===== src/rtl/selector_pkg.sv =====
// selector_pkg: shared constants and helper functions for the pipelined one-hot selector.
//   ADDR_W_DEFAULT       default address width
//   ADDR_W_MIN/MAX       legal address-width range (width must also be even)
//   levels()             number of 2-bit decode levels for an address width
//   out_width()          one-hot output width for an address width
//   line_offset()        start bit of a level's line vector in a flat per-level bus
//   addr_w_legal()       elaboration-time legality check for an address width
package selector_pkg;

  localparam int unsigned ADDR_W_DEFAULT = 8;
  localparam int unsigned ADDR_W_MIN     = 2;
  localparam int unsigned ADDR_W_MAX     = 12;

  function automatic int unsigned levels(input int unsigned addr_w);
    return addr_w / 2;
  endfunction

  function automatic int unsigned out_width(input int unsigned addr_w);
    return 32'd1 << addr_w;
  endfunction

  // Level k holds 4^k lines; levels 0..k-1 together occupy (4^k - 1) / 3 bits.
  function automatic int unsigned line_offset(input int unsigned level);
    return ((32'd1 << (2 * level)) - 32'd1) / 32'd3;
  endfunction

  function automatic bit addr_w_legal(input int unsigned addr_w);
    return (addr_w >= ADDR_W_MIN) && (addr_w <= ADDR_W_MAX) && (addr_w % 2 == 0);
  endfunction

endpackage


===== src/rtl/selector_stage.sv =====
// selector_stage: one registered 4-way expansion level of the selector pipeline.
//   clk_i    clock
//   rst_i    asynchronous active-high reset
//   hold_i   1 = keep all registers, 0 = capture the upstream level
//   valid_i  upstream valid          -> valid_o
//   en_i     upstream enable         -> en_o
//   addr_i   upstream address bits; the top 2 bits select among 4 child lines
//   addr_o   remaining address bits, left-aligned (consumed bits shifted out)
//   lines_i  4^(LEVEL-1) parent lines
//   lines_o  4^LEVEL child lines; child p*4+f is set when parent p is set and field == f
module selector_stage
  import selector_pkg::*;
#(
  parameter int unsigned  LEVEL     = 1,
  parameter int unsigned  ADDR_W    = ADDR_W_DEFAULT,
  localparam int unsigned IN_LINES  = 4 ** (LEVEL - 1),
  localparam int unsigned OUT_LINES = 4 ** LEVEL
) (
  input  logic                 clk_i,
  input  logic                 rst_i,
  input  logic                 hold_i,
  input  logic                 valid_i,
  input  logic                 en_i,
  input  logic [ADDR_W-1:0]    addr_i,
  input  logic [IN_LINES-1:0]  lines_i,
  output logic                 valid_o,
  output logic                 en_o,
  output logic [ADDR_W-1:0]    addr_o,
  output logic [OUT_LINES-1:0] lines_o
);

  logic [1:0]           field;
  logic [OUT_LINES-1:0] lines_d, lines_q;
  logic [ADDR_W-1:0]    addr_d, addr_q;
  logic                 valid_q, en_q;

  always_comb begin
    field   = addr_i[ADDR_W-1 -: 2];
    addr_d  = addr_i << 2;
    lines_d = '0;
    for (int p = 0; p < int'(IN_LINES); p++) begin
      for (int f = 0; f < 4; f++) begin
        lines_d[p*4 + f] = lines_i[p] && (field == 2'(f));
      end
    end
  end

  always_ff @(posedge clk_i or posedge rst_i) begin
    if (rst_i) begin
      valid_q <= 1'b0;
      en_q    <= 1'b0;
      addr_q  <= '0;
      lines_q <= '0;
    end else if (!hold_i) begin
      valid_q <= valid_i;
      en_q    <= en_i;
      addr_q  <= addr_d;
      lines_q <= lines_d;
    end
  end

  assign valid_o = valid_q;
  assign en_o    = en_q;
  assign addr_o  = addr_q;
  assign lines_o = lines_q;

endmodule


===== src/rtl/selector_pipe.sv =====
// selector_pipe: pipelined binary-to-one-hot decoder, 2 address bits per level.
//   clk         clock
//   rst         asynchronous active-high reset
//   in_valid    request present
//   in_ready    request accepted when in_valid && in_ready (combinational from out_ready)
//   in_addr     binary address
//   in_en       0 yields an all-zero result for the request
//   out_valid   result present, LEVELS cycles after acceptance
//   out_ready   consumer accepts the result
//   out_onehot  decoded result, bit [in_addr] set when enabled
module selector_pipe
  import selector_pkg::*;
#(
  parameter int unsigned  ADDR_W = ADDR_W_DEFAULT,
  localparam int unsigned LEVELS = levels(ADDR_W),
  localparam int unsigned OUT_W  = out_width(ADDR_W)
) (
  input  logic              clk,
  input  logic              rst,
  input  logic              in_valid,
  output logic              in_ready,
  input  logic [ADDR_W-1:0] in_addr,
  input  logic              in_en,
  output logic              out_valid,
  input  logic              out_ready,
  output logic [OUT_W-1:0]  out_onehot
);

  if (!addr_w_legal(ADDR_W)) begin : g_bad_addr_w
    $error("selector_pipe: ADDR_W must be even and within the legal range");
  end

  localparam int unsigned LINES_TOTAL = line_offset(LEVELS + 1);

  // Index 0 of each bus is the request input; index k is the output of level k.
  logic [LINES_TOTAL-1:0]      lines_bus;
  logic [LEVELS:0]             valid_bus;
  logic [LEVELS:0]             en_bus;
  logic [LEVELS:0][ADDR_W-1:0] addr_bus;
  logic                        advance;

  // Whole pipeline moves as one; bubbles are kept, so throughput is 1/cycle when drained.
  assign advance  = !out_valid || out_ready;
  assign in_ready = advance;

  assign valid_bus[0] = in_valid;
  assign en_bus[0]    = in_en;
  assign addr_bus[0]  = in_addr;
  // Root line: bubbles and disabled requests carry all-zero lines.
  assign lines_bus[0] = in_valid && in_en;

  for (genvar k = 1; k <= int'(LEVELS); k++) begin : g_level
    selector_stage #(
      .LEVEL  (k),
      .ADDR_W (ADDR_W)
    ) u_stage (
      .clk_i   (clk),
      .rst_i   (rst),
      .hold_i  (!advance),
      .valid_i (valid_bus[k-1]),
      .en_i    (en_bus[k-1]),
      .addr_i  (addr_bus[k-1]),
      .lines_i (lines_bus[line_offset(k-1) +: 4**(k-1)]),
      .valid_o (valid_bus[k]),
      .en_o    (en_bus[k]),
      .addr_o  (addr_bus[k]),
      .lines_o (lines_bus[line_offset(k) +: 4**k])
    );
  end

  assign out_valid  = valid_bus[LEVELS];
  // Lines are already zero when disabled; the en gate makes that explicit at the boundary.
  assign out_onehot = lines_bus[line_offset(LEVELS) +: OUT_W] & {OUT_W{en_bus[LEVELS]}};

  // Every address bit has been consumed by the final level.
  always_comb begin
    if (out_valid) begin
      assert (addr_bus[LEVELS] == '0);
    end
  end

endmodule


===== config.mk =====
export PLATFORM = sky130hd
export DESIGN_NAME = selector_pipe
export DESIGN_NICKNAME = d
export VERILOG_FILES = /design/src/rtl/selector_pkg.sv /design/src/rtl/selector_stage.sv /design/src/rtl/selector_pipe.sv
export SDC_FILE = /design/constraint.sdc
export NUM_CORES = 1
export LEC_CHECK = 0
export CORE_AREA = 3 3 270 272
export DETAILED_ROUTE_END_ITERATION = 10
export DIE_AREA = 0 0 273 275
export PLACE_DENSITY = 0.48
export RECOVER_POWER = 25
export SLEW_MARGIN = 20
export SYNTH_ARGS = -nofsm -noshare
export SYNTH_HDL_FRONTEND = slang
export SYNTH_HIERARCHICAL = 1
export SYNTH_SLANG_ARGS = --single-unit

===== constraint.sdc =====
create_clock -name clk -period 10.5 [get_ports clk]
set_clock_uncertainty 0.2 [all_clocks]
set_input_delay 2.1 -clock clk [delete_from_list [all_inputs] [get_ports clk]]
set_output_delay 2.1 -clock clk [all_outputs]
set_load 0.005 [all_outputs]

Word-level counts from Yosys, hierarchy flattened:

Index checks and enable logic that the tools add are counted.

* register bits after elaboration: 360
* latch bits: 0
* memory bits (writable): 0
* ROM bits: 0
* output and inout port bits: 258
* memories: 0

* add/sub/neg operators: 0
* multipliers: 0
* div/mod/pow operators: 0
* magnitude comparators: 0
* equality and inequality tests: 12
* shift operators: 0
* mux-type cells: 0
* bitwise logic cells: 1
* reduce and logical (&&, ||, !) cells: 347

Operators with widths (number)
* 1-bit logical AND: 341
* 256-bit AND: 1
* 2-bit equality test, second input constant: 8
* 2-bit by 1-bit equality test with 1-bit output, second input constant: 4
* 2-bit zero test: 4
* 1-bit zero test: 1
* 1-bit logical OR: 1

Logic depth before layout (Yosys ltp):

Gate-level depths: netlist (run 1).

* depth in word-level cells: 2
* mapped depth: 6
* depth with buffers taken out: 3

Cells and area by module:

Netlist (run 1), hierarchy kept.

Modules (own cells, without submodules)
* selector_stage (g_level[4].u_stage): instances 1, cells each 919, area each 10242.3 µm², sequential area each 6606.3 µm²
* selector_stage (g_level[3].u_stage): instances 1, cells each 246, area each 2715.1 µm², sequential area each 1801.7 µm²
* selector_pipe: instances 1, cells each 287, area each 1764.2 µm², sequential area each 0.0 µm²
* selector_stage (g_level[2].u_stage): instances 1, cells each 78, area each 980.9 µm², sequential area each 600.6 µm²
* selector_stage (g_level[1].u_stage): instances 1, cells each 36, area each 516.7 µm², sequential area each 300.3 µm²

Worst setup path before layout (run 1):

No wires, ideal clock.

* kind: input-to-output
* start point: in out_ready
* end point: out in_ready
* arrival time: 2.231 ns
* slack: 5.969 ns
* stages on the path: 1
* path through: nand2b_1

* longest elaborated chain between the ends: 1

RTL lines
* start: declaration: line selector_pipe.sv:25 `input logic out_ready,`
* 1-bit logical OR: line selector_pipe.sv:43 `assign advance = !out_valid || out_ready;`
* end: declaration: line selector_pipe.sv:21 `output logic in_ready,`

No other way between the ends.

Worst setup path after layout (run 1):

* start point: in out_ready
* end point: reg g_level[3].u_stage.lines_q[4]

* longest elaborated chain between the ends: 1

RTL lines
* 1-bit logical OR: line selector_pipe.sv:43
* end signal: assignment: line selector_stage.sv:58 `lines_q <= lines_d;`
* end: declaration: line selector_stage.sv:33 `logic [OUT_LINES-1:0] lines_d, lines_q;`

No other way between the ends.
A chain may end at the register's enable or synchronous reset.

==> results of run 1 <==
## power groups by stage
stage               Clock (mW)  Combinational [mW]  Sequential, mW
global route              1.65               0.809            1.54
CTS                       1.60               0.775            1.53
detailed placement           0               0.774            1.55
finish                    1.54               0.732            1.52
global placement             0               0.763            1.55
floorplan                    0               0.611            1.48
## layout make-up
cell class                 instances  share of cell area, %
multi-input combinational       1055                  29.06
tap                              950                  5.823
clock buffer                      61                  6.050
inverter                           5                 0.1349
timing repair buffer             277                  13.72
sequential                       360                  44.15
antenna                            1                0.01226
clock inverter                    13                  1.048
## sequential cells by signal (all words and copies together) (netlist names)
signal / flops
g_level.u_stage/addr_o: 12
g_level.u_stage/en_o: 4
g_level.u_stage/lines_o: 340
g_level.u_stage/valid_o: 4
## metrics by stage
| step | instance area [sq um] | cells | worst slack (ns) | hold slack (ns) | power [mW] |
|---|---|---|---|---|---|
| floorplan | 15710 | 1530 | 1.102 | 0.2422 | 2.093 |
| global placement | 19030 | 2646 | 4.937 | 0.2609 | 2.311 |
| detailed placement | 19030 | 2646 | 4.963 | 0.2625 | 2.326 |
| CTS | 20480 | 2720 | 4.629 | 0.2771 | 3.904 |
| global route | 20410 | 2721 | 2.488 | 0.2924 | 3.994 |
| finish | 20410 | 2722 | 3.002 | 0.2718 | 3.791 |
## worst max path at each step
stage	start	end	slack (ns)	cells past startpoint
finish	out_ready	g_level[3].u_stage/lines_o[4]$_DFFE_PP0N_	3.00	7
detailed placement	out_ready	in_ready	4.96	3
global route	out_ready	g_level[3].u_stage/lines_o[30]$_DFFE_PP0N_	2.49	7
CTS	g_level[4].u_stage/en_o$_DFFE_PP0N_	out_onehot[28]	4.63	3
global placement	out_ready	in_ready	4.94	3
floorplan	rst	g_level[4].u_stage/en_o$_DFFE_PP0N_	1.10	1
## per-layer routing
metal	GRT usage, %	up-vias	share of wire, %
met4	3.216	4	2.0
met5	0	-	0.056
met2	21.02	219	49
met3	2.198	55	4.1
li1	-	5388	-
met1	15.96	5672	45
## worst max-delay path, cell delays in order
cell           delay, ns
dlygate4sd3_1       0.55
nor2b_1             1.06
clkbuf_1            2.16
buf_16              0.49
buf_12              0.59
nand2b_1            0.30
o21ai_0             0.10
==> qor.yml, run 1 <==
status: "complete, but fails checks"
violations: "capacitance limit, slew limit"
die_h_microns: 275
max-cap-violations: 2
layout_commonest_cell: "dfrtp_1"
slew_headroom_pct: -153.9
detailed_place_hpwl_mm: 27.81
cts_inserted_buffers: 43
clk_pin_slew_worst_paths_ns: 0.06
hold_path_end: "g_level[2].u_stage/valid_o$_DFFE_PP0N_"
avgSynthCellArea_sq_um: 10.26
start_util_pct: 22.12
grt_first_pass_wirelength_mm: 72.26
ant_nets: 0
fin_crit_ns: 7.498
clockRootBuffer: "clkbuf_16"
nets: 1755
critPathArrivalTime_ns: 7.69
num_rows: 98
syn_area_sq_mm: 0.01571
seqPwrFrac_pct: 40.2
fillCellCount: 7467
fin_tns_setup_ns: 0
grt_max_degree: 240
power_density_mw_per_mm2: 185.7
layout-area-overhead-vs-synth_pct: 29.97
min_from: "g_level[1].u_stage/valid_o$_DFFE_PP0N_"
synth_nets: 1543
ctsLongestPathBuffers: 3
setup_viol: 0
tightest_slew_ns: 3.788
hold_buffers: 0
fin_crit_sh_pct: 71.41
end_kind: "flip-flop"
start_kind: "primary input"
wl_per_cell_microns: 17.11
path_max_fanout: 188
cts_resized: 0
first_iter_violations: 717
htreeDepth: 2
final_util_pct: 28.75
clockPowerShare_pct: 40.5
grt-ovfl-total: 0
yosysWarnings: 6
multi_input_area_sq_mm: 0.005932
clk_latency_ns: 0.56
hold_path.class: "reg2reg"
grt_usage_pct: 12.26
rsz0062_at_grt: "no"
drc: 0
worstPathRequired_ns: 10.69
cts_tree: "done"
r2r_slack_ns: 4.66
p_int_mw: 2.527
rr_worst_depth: 6
rr_startpoint: "g_level[4].u_stage/valid_o$_DFFE_PP0N_"
drive_above_1_share_pct: 10.73
hold_viol: 0
ir_drop_mv: 0.1001
r2r_end: "g_level[3].u_stage/lines_o[4]$_DFFE_PP0N_"
worstHoldPathCells: 1
slew_viol_final: 131
core_sq_mm: 0.07100
cts.sinks: 360
drt-total-wl_mm: 46.59
combPwrFrac_pct: 19.3
vias: 11338
fmax_mhz: 133.4
die_w_microns: 273
regArea_sq_mm: 0.009012
antenna_found_initial: 3
p_leak_nw: 8.480
gp_congestion: 0.6984
crit_type: "in2reg"
switching_power_mw: 1.264
die_area_sq_mm: 0.07508
viasPerCell: 4.165
drt_first_pass_iters: 5
synth_cells: 1530
p_sw_share_pct: 33.35
mostFrequentLayoutCells: "359 x dfrtp_1, 339 x nand2_1, 268 x clkdlybuf4s50_1, 257 x and2_1, 223 x o21ai_0"
port-buffer-count: 270
io_pins: 271
cts_setup_buffers: 0
grt_pass1_vias: 11992
No activity file was read; power rests on OpenSTA's default activity.
==> inputs of run 2 (changes only) <==
- clock period: 10.5 -> 7.3 ns (I/O delays scaled with it)
==> run 2 against run 1 <==
Compared with the run above:
- the flow still finishes with violations (capacitance limit, slew limit)
- via count up 0.47%
- non-clock buffer count is 4 higher
- sequential power rose by 41%
- total power increased by 45%
- global-route usage fell by 0.17 points
- cell count up 0.26%
- clock power grew 47%
- die area stayed put
- worst hold slack about the same
- critical path type unchanged
==> qor.yml, run 2 (synthesized netlist as in run 1, its figures left out) <==
status: "complete, but fails checks"
violations: "capacitance limit, slew limit"
cts_tree: "done"
drive_above_1_share_pct: 10.79  # +0.064 points
grt_max_degree: 183  # -24%
critPathArrivalTime_ns: 4.99  # -2.70 ns
fin_crit_sh_pct: 65.76
die_area_sq_mm: 0.07508  # unchanged
clockRootBuffer: "clkbuf_16"
crit_type: "in2reg"
num_rows: 98  # unchanged
gp_congestion: 0.7007  # +0.33%
wl_per_cell_microns: 16.73  # -2.2%
start_util_pct: 22.12  # unchanged
vias: 11391  # +0.47%
clk_latency_ns: 0.56  # about the same
slew_viol_final: 409  # +210%
slew_headroom_pct: -139.9  # +14 points
fmax_mhz: 208.3
die_w_microns: 273  # unchanged
fin_tns_setup_ns: 0  # unchanged
port-buffer-count: 270  # unchanged
path_max_fanout: 140  # -26%
detailed_place_hpwl_mm: 28.27  # +1.7%
power_density_mw_per_mm2: 268.5  # +45%
first_iter_violations: 801  # +12%
end_kind: "flip-flop"
r2r_slack_ns: 3.55  # -1.11 ns
setup_viol: 0  # unchanged
largest_reg_flops: 340  # unchanged
power_mw: 5.493  # +45%
drc: 0  # unchanged
fin_ws_ns: 2.499  # -0.5024 ns
antenna_found_initial: 2  # -1
num_antenna_cells: 0  # -1
cts_resized: 0  # unchanged
max-cap-violations: 5  # +3
ant_nets: 0  # unchanged
layout-area-overhead-vs-synth_pct: 30.25
fillCellCount: 7389  # -1.0%
ctsLongestPathBuffers: 3  # unchanged
htreeDepth: 2  # unchanged
dp_slack_ns: 3.025  # -1.937 ns
viasPerCell: 4.174  # +0.21%
hold_viol: 0  # unchanged
hold_buffers: 0  # unchanged
nets: 1759  # +0.23%
hold_path.class: "reg2reg"
p_leak_nw: 8.505  # +0.30%
cts.sinks: 360  # unchanged
die_h_microns: 275  # unchanged
tightest_slew_ns: 3.579  # -0.2089 ns
grt_first_pass_wirelength_mm: 71.37  # -1.2%
core_sq_mm: 0.07100  # unchanged
io_pins: 271  # unchanged
grt_pass1_vias: 11840  # -1.3%
grt_usage_pct: 12.09  # -0.17 points
fin_crit_ns: 4.801
mostFrequentLayoutCells: "359 x dfrtp_1, 339 x nand2_1, 268 x clkdlybuf4s50_1, 257 x and2_1, 225 x o21ai_0"
cts_setup_buffers: 0  # unchanged
drt_first_pass_iters: 5  # unchanged
layout_commonest_cell: "dfrtp_1"
ir_drop_mv: 0.3042  # +200%
grt-ovfl-total: 0  # unchanged
drt-total-wl_mm: 45.66  # -2.0%
rsz0062_at_grt: "no"
cts_inserted_buffers: 43  # unchanged
clk_pin_slew_worst_paths_ns: 0.06  # about the same
worstPathRequired_ns: 7.49  # -3.20 ns
start_kind: "primary input"
==> run 2: cell types whose count changed in the layout (fill, tap and decap cells not counted), sizes merged <==
cell	previous run	this run
clkinv	5	3
diode	1	0
clkbuf	62	71
clkinvlp	3	4
inv	5	4
buf	6	7
==> run 2: path summary, 6_finish.rpt <==
path | startpoint | cells past startpoint | to
worst min register to register | g_level[4].u_stage/lines_o[144]$_DFFE_PP0N_ | 2 | g_level[4].u_stage/lines_o[144]$_DFFE_PP0N_
worst max-delay path | out_ready | 5 | g_level[4].u_stage/lines_o[42]$_DFFE_PP0N_
worst min-delay path | g_level[4].u_stage/lines_o[144]$_DFFE_PP0N_ | 2 | g_level[4].u_stage/lines_o[144]$_DFFE_PP0N_
max in group asynchronous | rst | 4 | g_level[4].u_stage/lines_o[22]$_DFFE_PP0N_
min in group asynchronous | rst | 2 | g_level[1].u_stage/en_o$_DFFE_PP0N_
worst max register to register | g_level[4].u_stage/valid_o$_DFFE_PP0N_ | 4 | g_level[4].u_stage/lines_o[42]$_DFFE_PP0N_
==> run 2: final cells by class <==
class / count / area (sq um) / area share [%]
Inverter: 5 / 21.27 / 0.1040
Clock buffer: 67 / 1309 / 6.398
Sequential cell: 360 / 9012 / 44.06
Clock inverter: 11 / 198.9 / 0.9725
Multi-Input combinational cell: 1055 / 5917 / 28.93
Tap cell: 950 / 1189 / 5.811
Timing Repair Buffer: 281 / 2809 / 13.73
==> run 2: stage by stage <==
step | utilization, % | hold WS, ns | area, sq um | instances
after global routing | 28.81 | 0.2888 | 20460 | 2729
after detailed placement | 26.86 | 0.2609 | 19070 | 2650
after floorplan | - | 0.2422 | 15710 | 1530
final | 28.81 | 0.2717 | 20460 | 2729
after global placement | 26.86 | 0.2570 | 19070 | 2650
after CTS | 28.98 | 0.2748 | 20580 | 2728
==> run 2: metal layers <==
metal  share of wire, %  track usage (%)  vias up
li1                   -                -     5394
met4                2.0            3.230        0
met2                 48            20.29      249
met3                5.0            2.468       51
met5                  0                0        -
met1                 45            15.88     5697
==> run 2: where the power goes <==
group          internal [mW]  total (mW)  switching [mW]
Sequential              2.06        2.14          0.0725
Clock                   1.41        2.27           0.856
Combinational          0.218        1.09           0.873
Total                   3.69        5.49            1.80
==> run 2: critical path: stages <==
cell,delay [ns]
dlygate4sd3_1,0.55
nor2b_1,0.45
clkbuf_2,1.87
nand2b_1,0.39
o21ai_0,0.11
==> inputs of run 3 (changes only) <==
- PLACE_DENSITY: 0.48 -> 0.49
- clock period: 7.3 -> 4.2 ns (I/O delays scaled with it)
==> run 3 against run 2 <==
Compared with the run above:
- the run still ends with capacitance limit, slew limit left
- critical path depth down 2
- via count is 0.92% higher
- combinational power up 88%
- sequential power grew 76%
- total power increased by 75%
- clock power up 67%
- non-clock buffer count rose by 25
- sequential share of layout area fell by 0.63 points
- critical endpoint is now out_onehot[96]
- global-route usage is 0.42 points higher
- setup slack worse by 1.9 ns
- wire length up 3.5%
- register-to-register slack worse by 1.7 ns
==> qor.yml, run 3 (synthesized netlist as in run 1, its figures left out) <==
status: "complete, but fails checks"
violations: "capacitance limit, slew limit"
mostFrequentLayoutCells: "359 x dfrtp_1, 340 x nand2_1, 269 x clkdlybuf4s50_1, 257 x and2_1, 223 x o21ai_0"
fin_crit_sh_pct: 85.52
vias: 11496  # +0.92%
port-buffer-count: 270  # unchanged
antenna_found_initial: 3  # +1
fmax_mhz: 278.4
r2r_slack_ns: 1.86  # -1.69 ns
core_sq_mm: 0.07100  # unchanged
critPathLaunch: "g_level[4].u_stage/en_o$_DFFE_PP0N_"
layout_commonest_cell: "dfrtp_1"
drc: 0  # unchanged
setup_viol: 0  # unchanged
fillCellCount: 7338  # -0.69%
hold_buffers: 0  # unchanged
detailed_place_hpwl_mm: 30.95  # +9.5%
crit_buf_inv: 2  # unchanged
max_stage_delay_ns: 0.77  # -1.10 ns
largest_reg_flops: 340  # unchanged
cts_inserted_buffers: 43  # unchanged
tightest_slew_ns: 1.599  # -1.980 ns
worstPathCellList: "buf_12 > and2_1 > clkdlybuf4s50_1"
slowest_stage: "dfrtp_4"
start_util_pct: 22.12  # unchanged
crit_type: "reg2out"
layout-area-overhead-vs-synth_pct: 32.14
power_mw: 9.605  # +75%
final_util_pct: 29.23  # +0.42 points
drt_first_pass_iters: 5  # unchanged
htreeDepth: 2  # unchanged
multi_input_area_sq_mm: 0.006007  # +1.5%
grt_pass1_vias: 12121  # +2.4%
p_leak_nw: 8.685  # +2.1%
worstPathRequired_ns: 3.16  # -4.33 ns
end_kind: "primary output"
die_w_microns: 273  # unchanged
max-cap-violations: 2  # -3
cts_tree: "done"
rr_worst_depth: 4  # unchanged
grt_usage_pct: 12.52  # +0.42 points
fin_crit_ns: 3.592
clk_latency_ns: 0.55  # about the same
rr_startpoint: "g_level[4].u_stage/valid_o$_DFFE_PP0N_"
hold_viol: 0  # unchanged
gp_congestion: 0.7243  # +3.4%
fin_area_sq_mm: 0.02075  # +1.4%
slew_viol_final: 97  # -76%
regArea_sq_mm: 0.009012  # unchanged
start_kind: "flip-flop"
io_pins: 271  # unchanged
viasPerCell: 4.170  # -0.10%
cts_resized: 0  # unchanged
hold_path.class: "reg2reg"
clockRootBuffer: "clkbuf_16"
endpoint: "out_onehot[96]"
slew_headroom_pct: -7.178  # +130 points
ctsLongestPathBuffers: 3  # unchanged
nets: 1784  # +1.4%
num_rows: 98  # unchanged
drive_above_1_share_pct: 12.97  # +2.2 points
ant_nets: 0  # unchanged
placed_area_sq_mm: 0.01934  # +1.4%
cts.sinks: 360  # unchanged
critPathArrivalTime_ns: 2.55  # -2.44 ns
grt-ovfl-total: 0  # unchanged
grt_first_pass_wirelength_mm: 73.37  # +2.8%
path_max_fanout: 102  # -27%
die_area_sq_mm: 0.07508  # unchanged
crit_family: "buffers and inverters"
grt_max_degree: 103  # -44%
power_density_mw_per_mm2: 462.8  # +72%
worstSetupPathDepth: 3  # -2
drt-total-wl_mm: 47.27  # +3.5%
clk_pin_slew_worst_paths_ns: 0.06  # about the same
wl_per_cell_microns: 17.15  # +2.5%
r2r_end: "g_level[4].u_stage/lines_o[254]$_DFFE_PP0N_"
ir_drop_mv: 0.3791  # +25%
die_h_microns: 275  # unchanged
cts_setup_buffers: 0  # unchanged
first_iter_violations: 724  # -9.6%
rsz0062_at_grt: "no"
run 3: layer usage:
layer	GRT usage, %	vias up	part of all wire (%)
met3	2.573	57	4.9
met1	16.36	5743	45
li1	-	5446	-
met5	0	-	0.028
met2	21.10	248	48
met4	3.301	2	1.9
run 3: worst register-to-register path, stage by stage, from the launching register on:
cell	delay, ns
dfrtp_1	0.43
nor2b_4	0.80
buf_12	0.37
nand2b_1	0.26
o21ai_0	0.11
run 3: report_power, final:
group          switching [mW]  leakage (nW)  internal [mW]
clock                    1.50         0.715           2.29
combinational            1.52          2.99          0.535
sequential              0.178          4.98           3.58
run 3: layout make-up:
cell class / instances / share of cell area, %
Antenna cell: 3 / 0.03618
Multi-Input combinational cell: 1055 / 28.95
Tap cell: 950 / 5.728
Inverter: 5 / 0.09647
Clock buffer: 60 / 6.083
Clock inverter: 18 / 0.8742
Timing Repair Buffer: 306 / 14.81
Sequential cell: 360 / 43.43
run 3: stage by stage:
stage / hold slack, ns / cells / TNS, ns / setup slack (ns)
final: 0.2711 / 2757 / 0 / 0.6081
after global routing: 0.2981 / 2754 / 0 / 0.3868
after CTS: 0.2764 / 2754 / 0 / 0.4557
after detailed placement: 0.2607 / 2676 / 0 / 0.9940
after global placement: 0.2588 / 2676 / 0 / 1.048
after floorplan: 0.2422 / 1530 / -61.82 / -0.2396
run 3: worst min path at each step:
stage                                                start                                          end  slack (ns)  cells past startpoint
2_1_floorplan  g_level[4].u_stage/lines_o[122]$_DFFE_PP0N_  g_level[4].u_stage/lines_o[122]$_DFFE_PP0N_        0.24                      2
3_3_place_gp   g_level[4].u_stage/lines_o[244]$_DFFE_PP0N_  g_level[4].u_stage/lines_o[244]$_DFFE_PP0N_        0.26                      2
3_5_place_dp   g_level[4].u_stage/lines_o[164]$_DFFE_PP0N_  g_level[4].u_stage/lines_o[164]$_DFFE_PP0N_        0.26                      2
4_1_cts        g_level[4].u_stage/lines_o[164]$_DFFE_PP0N_  g_level[4].u_stage/lines_o[164]$_DFFE_PP0N_        0.28                      2
5_1_grt        g_level[4].u_stage/lines_o[244]$_DFFE_PP0N_  g_level[4].u_stage/lines_o[244]$_DFFE_PP0N_        0.30                      2
6_report       g_level[4].u_stage/lines_o[164]$_DFFE_PP0N_  g_level[4].u_stage/lines_o[164]$_DFFE_PP0N_        0.27                      2
